[config.mk]
export PLATFORM = sky130hd
export DESIGN_NAME = bus_op_sequencer
export DESIGN_NICKNAME = d
export VERILOG_FILES = /design/src/rtl/bus_op_sequencer.sv
export SDC_FILE = /design/constraint.sdc
export NUM_CORES = 1
export LEC_CHECK = 0
export ABC_CLOCK_PERIOD_IN_PS = 5400
export CORE_MARGIN = 8
export CORE_UTILIZATION = 50
export DETAILED_ROUTE_END_ITERATION = 10
export GPL_TIMING_DRIVEN = 0
export PLACE_DENSITY = 0.85
export REMOVE_ABC_BUFFERS = 1
export SLEW_MARGIN = 0
export SYNTH_ARGS = -nofsm -noshare
export SYNTH_HDL_FRONTEND = slang
export SYNTH_SLANG_ARGS = --single-unit
[constraint.sdc]
create_clock -name clk -period 5.4 [get_ports clk]
set_input_delay 1.08 -clock clk [delete_from_list [all_inputs] [get_ports clk]]
set_output_delay 1.08 -clock clk [all_outputs]
set_load 0.02 [all_outputs]
[src/rtl/bus_op_sequencer.sv]
// Bus operation sequencer for the LLC model: issues one MESI bus operation, gathers
// the snoop answer from the other caches and returns shared/timeout status upstream.
module bus_op_sequencer #(
    parameter int ADDR_W        = 32,
    parameter int SNOOP_TIMEOUT = 15,
    parameter int STAT_W        = 16
) (
    input  logic              clk,
    input  logic              rst,
    input  logic              req_valid,
    output logic              req_ready,
    input  logic [2:0]        req_op,
    input  logic [ADDR_W-1:0] req_addr,
    output logic              bus_valid,
    output logic [2:0]        bus_op,
    output logic [ADDR_W-1:0] bus_addr,
    input  logic              bus_grant,
    input  logic              snoop_valid,
    input  logic [1:0]        snoop_result,
    input  logic              wb_done,
    output logic              rsp_valid,
    input  logic              rsp_ready,
    output logic              rsp_shared,
    output logic              rsp_timeout,
    output logic              protocol_err,
    output logic [STAT_W-1:0] cnt_hitm,
    output logic [STAT_W-1:0] cnt_timeout,
    output logic [2:0]        state_dbg
);

    // Handshakes: a transfer happens in any cycle where valid and ready are both high;
    // the side holding valid keeps its payload stable until that cycle.
    typedef enum logic [2:0] {
        S_IDLE    = 3'd0,
        S_ISSUE   = 3'd1,
        S_SNOOP   = 3'd2,
        S_WAIT_WB = 3'd3,
        S_RESP    = 3'd4
    } state_t;

    localparam logic [2:0] OP_READ  = 3'd1;
    localparam logic [2:0] OP_WRITE = 3'd2;
    localparam logic [2:0] OP_INV   = 3'd3;
    localparam logic [2:0] OP_RWIM  = 3'd4;
    localparam int         TMR_W    = (SNOOP_TIMEOUT < 2) ? 1 : $clog2(SNOOP_TIMEOUT);
    localparam logic [TMR_W-1:0] TMR_LAST = TMR_W'(SNOOP_TIMEOUT - 1);

    state_t              state_q, state_d;
    logic [2:0]          op_q, op_d;
    logic [ADDR_W-1:0]   addr_q, addr_d;
    logic [TMR_W-1:0]    tmr_q, tmr_d;
    logic                shared_q, shared_d;
    logic                timeout_q, timeout_d;
    logic                perr_q, perr_d;
    logic [STAT_W-1:0]   hitm_q, hitm_d;
    logic [STAT_W-1:0]   tocnt_q, tocnt_d;

    always_comb begin
        state_d   = state_q;
        op_d      = op_q;
        addr_d    = addr_q;
        tmr_d     = tmr_q;
        shared_d  = shared_q;
        timeout_d = timeout_q;
        perr_d    = 1'b0;
        hitm_d    = hitm_q;
        tocnt_d   = tocnt_q;
        case (state_q)
            S_IDLE: begin
                if (req_valid) begin
                    if (req_op inside {OP_READ, OP_WRITE, OP_INV, OP_RWIM}) begin
                        op_d    = req_op;
                        addr_d  = req_addr;
                        state_d = S_ISSUE;
                    end else begin
                        perr_d = 1'b1;
                    end
                end
            end
            S_ISSUE: begin
                if (bus_grant) begin
                    tmr_d     = '0;
                    shared_d  = 1'b0;
                    timeout_d = 1'b0;
                    state_d   = (op_q == OP_WRITE) ? S_RESP : S_SNOOP;
                end
            end
            S_SNOOP: begin
                tmr_d = tmr_q + 1'b1;
                if (snoop_valid) begin
                    state_d = S_RESP;
                    case (snoop_result)
                        2'd0: shared_d = 1'b0;
                        // Every HITM result is counted, including the illegal one on INVALIDATE.
                        2'd2: begin
                            hitm_d = (&hitm_q) ? hitm_q : hitm_q + 1'b1;
                            if (op_q == OP_INV) begin
                                perr_d   = 1'b1;
                                shared_d = 1'b0;
                            end else begin
                                state_d = S_WAIT_WB;
                            end
                        end
                        default: shared_d = (op_q == OP_READ);
                    endcase
                end else if (tmr_q == TMR_LAST) begin
                    state_d   = S_RESP;
                    shared_d  = 1'b0;
                    timeout_d = 1'b1;
                    tocnt_d   = (&tocnt_q) ? tocnt_q : tocnt_q + 1'b1;
                end
            end
            S_WAIT_WB: begin
                if (wb_done) begin
                    shared_d = (op_q == OP_READ);
                    state_d  = S_RESP;
                end
            end
            S_RESP: begin
                if (rsp_ready) begin
                    shared_d  = 1'b0;
                    timeout_d = 1'b0;
                    state_d   = S_IDLE;
                end
            end
            default: state_d = S_IDLE;
        endcase
    end

    always_ff @(posedge clk) begin
        if (rst) begin
            state_q   <= S_IDLE;
            op_q      <= '0;
            addr_q    <= '0;
            tmr_q     <= '0;
            shared_q  <= 1'b0;
            timeout_q <= 1'b0;
            perr_q    <= 1'b0;
            hitm_q    <= '0;
            tocnt_q   <= '0;
        end else begin
            state_q   <= state_d;
            op_q      <= op_d;
            addr_q    <= addr_d;
            tmr_q     <= tmr_d;
            shared_q  <= shared_d;
            timeout_q <= timeout_d;
            perr_q    <= perr_d;
            hitm_q    <= hitm_d;
            tocnt_q   <= tocnt_d;
        end
    end

    assign req_ready    = (state_q == S_IDLE);
    assign bus_valid    = (state_q == S_ISSUE);
    assign rsp_valid    = (state_q == S_RESP);
    assign bus_op       = op_q;
    assign bus_addr     = addr_q;
    assign rsp_shared   = shared_q;
    assign rsp_timeout  = timeout_q;
    assign protocol_err = perr_q;
    assign cnt_hitm     = hitm_q;
    assign cnt_timeout  = tocnt_q;
    assign state_dbg    = state_q;

endmodule

==> results of run 1 <==
==> logic make-up after synthesis <==
kind of cell               share of synthesized area [%]
AOI/OAI and AO/OA                                   17.5
adders and majority gates                           1.37
xor gates and xnor gates                           0.480
DFF                                                 42.2
buffers and inverters                               3.63
muxes                                               4.22
and+or+nand+nor                                     30.5
==> flip-flops by register name (all words and copies together) (netlist names) <==
| name | count |
|---|---|
| rsp_shared | 1 |
| tmr_q | 4 |
| bus_addr | 32 |
| cnt_hitm | 16 |
| state_dbg | 3 |
| rsp_timeout | 1 |
| cnt_timeout | 16 |
| bus_op | 3 |
| protocol_err | 1 |
==> cell usage in the layout (no fill, tap or decap), types with 2 or more instances in the layout <==
cell                              netlist  final
sky130_fd_sc_hd__nor3b_1                4      4
sky130_fd_sc_hd__and4_1                 3      3
sky130_fd_sc_hd__or3_1                  7      7
sky130_fd_sc_hd__clkinvlp_4             0      2
sky130_fd_sc_hd__nor4_2                 1      2
sky130_fd_sc_hd__nand3_1               14     14
sky130_fd_sc_hd__nor2_1                24     24
sky130_fd_sc_hd__nand4_1                9      9
sky130_fd_sc_hd__nand3b_1               2      2
sky130_fd_sc_hd__clkbuf_8               0      9
sky130_fd_sc_hd__or4b_2                 2      2
sky130_fd_sc_hd__o41ai_1                6      6
sky130_fd_sc_hd__inv_1                  8      8
sky130_fd_sc_hd__or3b_2                 2      2
sky130_fd_sc_hd__or4_1                 12     12
sky130_fd_sc_hd__bufinv_16              0      3
sky130_fd_sc_hd__o31ai_1               10     10
sky130_fd_sc_hd__o21ai_0               12     12
sky130_fd_sc_hd__and3_1                 5      5
sky130_fd_sc_hd__o311ai_0               2      2
sky130_fd_sc_hd__mux2i_1                3      3
sky130_fd_sc_hd__ha_1                   4      4
sky130_fd_sc_hd__nand2b_1               3      3
sky130_fd_sc_hd__nor3_1                 4      4
sky130_fd_sc_hd__and2_1                 3      3
sky130_fd_sc_hd__nand2_1               88     88
sky130_fd_sc_hd__and3b_1                2      2
sky130_fd_sc_hd__clkdlybuf4s50_1        0    118
sky130_fd_sc_hd__mux2_2                10     10
sky130_fd_sc_hd__nor4_1                 4      3
sky130_fd_sc_hd__a211oi_1               3      3
sky130_fd_sc_hd__a31oi_1                2      2
sky130_fd_sc_hd__xnor2_1                2      2
sky130_fd_sc_hd__nor4b_1                2      2
sky130_fd_sc_hd__nor2b_1               11     11
sky130_fd_sc_hd__o211ai_1               2      2
sky130_fd_sc_hd__a21oi_1               66     66
sky130_fd_sc_hd__buf_4                  1      2
sky130_fd_sc_hd__dfxtp_1               77     77
==> routing by layer <==
metal / vias up / share of wire [%] / GRT usage [%]
met1: 1711 / 41 / 23.4
met3: 18 / 12 / 10.5
li1: 1830 / - / -
met4: 0 / 1.6 / 6.87
met5: - / 0 / 0
met2: 118 / 46 / 32.3
==> layout make-up <==
cell class | instances | area, sq um | share of cell area (%)
Multi-Input combinational cell | 339 | 1980 | 38.5
Sequential cell | 77 | 1540 | 29.9
Clock buffer | 9 | 124 | 2.41
Tap cell | 99 | 124 | 2.41
Inverter | 8 | 30.0 | 0.583
Clock inverter | 7 | 123 | 2.38
Timing Repair Buffer | 121 | 1220 | 23.8
==> critical path, cell delays in order (launching register included) <==
cell,delay (ns)
sky130_fd_sc_hd__dfxtp_1,0.70
sky130_fd_sc_hd__nor3b_1,0.58
sky130_fd_sc_hd__clkdlybuf4s50_1,0.72
==> power by group through the flow <==
stage          clock network, mW  logic [mW]  registers (mW)
2_1_floorplan                  0       0.161           0.709
5_1_grt                    0.569       0.437           0.664
6_report                   0.533       0.401           0.655
3_3_place_gp                   0       0.388           0.666
4_1_cts                    0.541       0.405           0.655
3_5_place_dp                   0       0.401           0.668
==> final timing paths <==
check | slack [ns] | start | end
setup / recovery | 1.96 | state_dbg[0] | bus_valid
hold / removal | 0.46 | bus_addr[28] | bus_addr[28]
setup reg to reg | 2.65 | state_dbg[2] | bus_op[1]
hold reg to reg | 0.46 | bus_addr[28] | bus_addr[28]
==> implementation parameters, run 1 <==
Parameter                              Value

Logic synthesis
  Number of flops mapped to enable cells by yosys ... 0
  Count of yosys warnings during synthesis ... 0
  Top-area cell type share of the netlist area ... roughly 42%
  Number of instances in the synthesized netlist ... 447
  Post-synthesis cell area ... 0.00365 sq mm
  Sequential fraction of the synthesis area ... 42.2%
  Dominant register cell in the synthesized netlist ... sky130_fd_sc_hd__dfxtp_1
  Yosys reg bits ... 77
  Netlist cell types ... 53
  Library cell with the largest summed area after synthesis ... sky130_fd_sc_hd__dfxtp_1
  Proportion of synthesized flip-flops having asynchronous set or reset ... 0%
  Synth area leaders ... sky130_fd_sc_hd__dfxtp_1 (42%), sky130_fd_sc_hd__a21oi_1 (9.1%), sky130_fd_sc_hd__nand2_1 (9.1%), sky130_fd_sc_hd__mux2_2 (3.1%), sky130_fd_sc_hd__nor2_1 (2.5%)
  Commonest cells post-synth ... sky130_fd_sc_hd__nand2_1 (88), sky130_fd_sc_hd__dfxtp_1 (77), sky130_fd_sc_hd__a21oi_1 (66)
  Mapped Avg Cell Area ... roughly 8.2 sq um
  Most numerous cell in the Yosys netlist ... sky130_fd_sc_hd__nand2_1

Final layout
  Fraction of final layout cells sized beyond drive strength 1 ... 7.84%
  Number of filler instances in the final layout ... 531
  Post-route standard cell area excluding fillers ... roughly 0.0051 sq mm
  Post-layout nets ... 604
  Final Instance Count excl. Fillers ... 660
  Utilization after layout ... 71.7%
  Antenna Cells ... 0
  Area Overhead vs Synth ... 41.0%

STA
  Period utilization ... a little under two thirds
  Endpoints failing hold ... 0
  Fin Hold WS ... around 0.46 ns
  Number of setup violations in the final report ... 0
  Final setup margin ... 1.96 ns
  Rel. slew slack ... a little over a fifth
  Sum of negative setup slack ... 0 ns
  Tmin final ... 3.44 ns
  Layout Skew ... 0.00802 ns
  Slew Limit Fails ... 0
  Unrepaired setup endpoints after global routing ... false
  Worst slew pin tran ... 1.17 ns
  Fmax ... 0.291 GHz

Routing
  Number of vias after detailed routing ... 3,677
  Number of optimization iterations in the first detailed-route pass ... 4
  ANT nets after route ... 0
  DRC ... 0
  Routed wire per std cell ... 15.4 um
  Post-detailed-route via-to-cell ratio ... 5.57
  Initial DRC Count ... 213
  Aggregate routed wire length ... 10,200 um

Pwr
  Clock power share ... 33.5%
  Leakage ... 1.75 nW
  Relative contribution of sequential cells to total power ... 41.2%
  Share of total power in combinational logic ... 25.3%
  Internal power summed over all cells ... 1.11 mW
  Switching power ... 0.483 mW
  Switching part of the total ... 30.4%
  Total design power ... roughly 1.6 mW
  Maximum ir drop on the vdd rail ... 0.000322 V
  P per Cell Area ... 309 mW/mm^2

Status
  Result of the run ... finished, final reports clean

Place
  Worst setup slack after placement ... 1.72 ns
  DPL Wire Length ... 7320 um
  Number of instances in the placed design ... 644
  Total of buffers placed on input and output ports ... roughly 120
  Final weighted congestion in routability-driven placement ... 0.801
  Post-Place Cell Area ... slightly below 0.005 sq mm

Clocking
  CTS Buffer Depth ... 2
  Number of buffers created by CTS ... 9
  Reg clk slew, reported paths ... 0.09 ns
  Hold bufs inserted after CTS ... 0
  PostCTS Resize Cnt ... 0
  Maximum level of the CTS H-tree ... 3
  Cell at the root of the clock tree ... sky130_fd_sc_hd__clkbuf_8
  Setup Buffers After CTS ... 0
  Number of sinks on the clock net ... 77
  Clk_lat worst skew ... 0.35 ns
  Clock tree from TritonCTS ... built

Floorplan
  Vertical die dimension ... 101 um
  Initial Utilization ... 50.9%
  Row count ... 31
  Width of the die ... ~100 um
  Number of top-level design ports ... 120
  Area of the die ... a little over 0.01 sq mm
  Area of the core ... approximately 0.0072 sq mm

Global routing
  Pin count of the biggest net entering global routing ... 87
  Number of global-route vias before repair ... 3,553
  Combined global-route utilization of all metal layers ... between 20% and 30%
  Total congestion overflow after global routing ... 0
  Antenna violations before repair ... 0
  Wire length of the first global-routing pass ... 17,000 um

Critical path
  Launching element type of the critical path ... register
  Path type of the worst setup path ... register to output pin
  Register-to-Register Path Depth ... 4
  Required time of the worst setup path ... 4.32 ns
  Arrival time at the worst endpoint ... 2.36 ns
  Worst Setup End Kind ... output pin
  Largest driver fanout on the critical path ... 18

Hold path
  Cell depth of the worst hold path ... 2
  Class of the tightest hold or removal check ... register to register

Run
  Number of max-cap violations ... 0
Note: power is estimated with default switching activity, not from simulation.
==> inputs of run 2 (changes only) <==
--- a/config.mk
+++ b/config.mk
@@ -5,12 +5,12 @@
 export SDC_FILE = /design/constraint.sdc
 export NUM_CORES = 1
 export LEC_CHECK = 0
-export ABC_CLOCK_PERIOD_IN_PS = 5400
+export ABC_CLOCK_PERIOD_IN_PS = 3150
 export CORE_MARGIN = 8
-export CORE_UTILIZATION = 50
+export CORE_UTILIZATION = 42
 export DETAILED_ROUTE_END_ITERATION = 10
 export GPL_TIMING_DRIVEN = 0
-export PLACE_DENSITY = 0.85
+export PLACE_DENSITY = 0.76
 export REMOVE_ABC_BUFFERS = 1
 export SLEW_MARGIN = 0
 export SYNTH_ARGS = -nofsm -noshare
==> constraint.sdc (replaced) <==
create_clock -name clk -period 3.15 [get_ports clk]
set_input_delay 0.63 -clock clk [delete_from_list [all_inputs] [get_ports clk]]
set_output_delay 0.63 -clock clk [all_outputs]
set_load 0.02 [all_outputs]
==> run 2 against run 1 <==
Largest cell class unchanged. Flip-flop and latch count is the same. Cell count grew 1.4%. Combinational power grew 70%. Clock power grew 38%. Critical path type is now primary input to register. Critical endpoint is now bus_addr[5]. Clock-buffer cell count grew 1. Via count shrank 0.76%. Routed wire length grew 0.76%. Final area shrank 1.0%. Core utilization shrank 12 points. Sequential share of layout area grew 0.30 points.
==> implementation parameters, run 2 (synthesis gave the netlist of run 1 again) <==
Parameter                              Value

Status
  Result of the run ... finished, final reports clean

Critical path
  Crit Reg-Reg Startpoint ... state_dbg[2]
  Worst setup path startpoint ... req_valid
  Launching element type of the critical path ... primary input
  Arrival time at the worst endpoint ... 3.17 ns
  Worst Setup End Kind ... register
  Worst-path cell chain ... clkdlybuf4s50_1, or4b_2, and3b_1, nand2_1, a21oi_1
  CP max stage delay ... 1.03 ns
  Slowest stage cell, crit path ... sky130_fd_sc_hd__and3b_1
  Required time of the worst setup path ... 3.42 ns
  Largest driver fanout on the critical path ... 34
  Path type of the worst setup path ... primary input to register

Final layout
  Number of filler instances in the final layout ... 781
  Final Instance Count excl. Fillers ... 669
  Highest-count cells in the layout ignoring fill and taps ... sky130_fd_sc_hd__clkdlybuf4s50_1 (118), sky130_fd_sc_hd__nand2_1 (88), sky130_fd_sc_hd__dfxtp_1 (77)
  Area Overhead vs Synth ... 39.6%
  Post-layout nets ... roughly 600
  Flip-flop count of the largest register after layout ... 32
  Fraction of final layout cells sized beyond drive strength 1 ... 7.84%
  Antenna Cells ... 0
  Leading cell type in the layout, fill and taps excluded ... sky130_fd_sc_hd__clkdlybuf4s50_1
  Utilization after layout ... 59.3%

Clocking
  Maximum level of the CTS H-tree ... 3
  CTS Buffer Depth ... 2
  Clk_lat worst skew ... 0.34 ns
  Clock tree from TritonCTS ... built
  Number of buffers created by CTS ... 9
  Hold bufs inserted after CTS ... 0
  Number of sinks on the clock net ... 77
  Cell at the root of the clock tree ... sky130_fd_sc_hd__clkbuf_8
  Reg clk slew, reported paths ... 0.08 ns

Routing
  ANT nets after route ... 0
  DRC ... 0
  Number of vias after detailed routing ... 3,649
  Initial DRC Count ... 188
  Aggregate routed wire length ... 10,200 um
  Number of optimization iterations in the first detailed-route pass ... 4
  Routed wire per std cell ... 15.3 um
  Post-detailed-route via-to-cell ratio ... between 5 and 6

Pwr
  P per Cell Area ... between 400 and 500 mW/mm^2
  Maximum ir drop on the vdd rail ... 0.000315 V
  Leakage ... 1.72 nW
  Total design power ... 2.54 mW

STA
  Sum of negative setup slack ... 0 ns
  Period utilization ... between 90% and 100%
  Layout Skew ... 0.0102 ns
  Number of setup violations in the final report ... 0
  Slew Limit Fails ... 0
  Tmin final ... 2.89 ns
  Rel. slew slack ... a little over a fifth
  Unrepaired setup endpoints after global routing ... false
  Worst slew pin tran ... 1.17 ns
  Endpoints failing hold ... 0
  Fmax ... 0.346 GHz

Global routing
  Met3 global-route usage ... 9.04%
  Pin count of the biggest net entering global routing ... between 80 and 90
  Number of global-route vias before repair ... 3,394
  Antenna violations before repair ... 0
  Wire length of the first global-routing pass ... 16,100 um
  Routing layer with the top usage in global route ... met2
  Combined global-route utilization of all metal layers ... between 15 and 20%
  Global-route met2 utilization ... ~25%
  Total congestion overflow after global routing ... 0
  Met1 routing resource usage after global routing ... about a fifth

Run
  Number of max-cap violations ... 0

Floorplan
  Area of the core ... between 0.008 and 0.009 sq mm
  Number of top-level design ports ... 120
  Initial Utilization ... 42.5%
  Width of the die ... 109 um
  Row count ... 34
  Vertical die dimension ... ~110 um
  Area of the die ... 0.0119 sq mm

Place
  Total of buffers placed on input and output ports ... 119
  Final weighted congestion in routability-driven placement ... 0.825
  DPL Wire Length ... 7300 um
  Number of instances in the placed design ... 653

Hold path
  Beginning of the worst hold path ... bus_addr[10]
  Class of the tightest hold or removal check ... register to register
-- run 2: report_power, final --
| group | switching, mW | total, mW | leakage (nW) | internal (mW) |
|---|---|---|---|---|
| clock network | 0.371 | 0.736 | 0.0923 | 0.365 |
| registers | 0.0806 | 1.12 | 0.624 | 1.04 |
| logic | 0.364 | 0.680 | 1.00 | 0.317 |
-- run 2: per-layer routing --
metal | vias up | routed length (um)
met4 | 0 | 133
met2 | 133 | 4370
met1 | 1675 | 4420
li1 | 1829 | -
met3 | 12 | 1320
met5 | - | 0
-- run 2: timing repair --
action                                  in CTS  in global routing
setup buffers                                0                  0
gates resized for setup                      0                  1
endpoints found under the setup margin       0                  1
-- run 2: final timing paths --
path / end / slack [ns] / depth (start not counted)
max: bus_addr[5] / 0.26 / 5
min reg2reg: bus_addr[10] / 0.46 / 2
max reg2reg: bus_addr[5] / 0.39 / 4
min: bus_addr[10] / 0.46 / 2
-- run 2: area by class of cell --
class	count	area, sq um	share of cell area, %
Multi-Input combinational cell	339	1990	39.0
Sequential cell	77	1540	30.2
Timing Repair Buffer	121	1210	23.8
Tap cell	108	135	2.65
Clock buffer	10	128	2.50
Clock inverter	6	63.8	1.25
Inverter	8	30.0	0.589
-- run 2: per-stage QoR --
step / setup WS (ns) / cell area [sq um] / hold slack, ns
2_1_floorplan: 0.688 / 3550 / 0.500
3_3_place_gp: -1.55 / 4870 / 0.441
3_5_place_dp: -0.132 / 4900 / 0.446
4_1_cts: 0.0597 / 5090 / 0.456
5_1_grt: 0.0494 / 5100 / 0.474
6_report: 0.258 / 5100 / 0.456
-- run 2: critical path: cells and delay by family --
family / cells / cell delay [ns]
AOI/OAI and AO/OA: 1 / 0.16
buffers and inverters: 1 / 0.50
and+or+nand+nor: 3 / 1.86
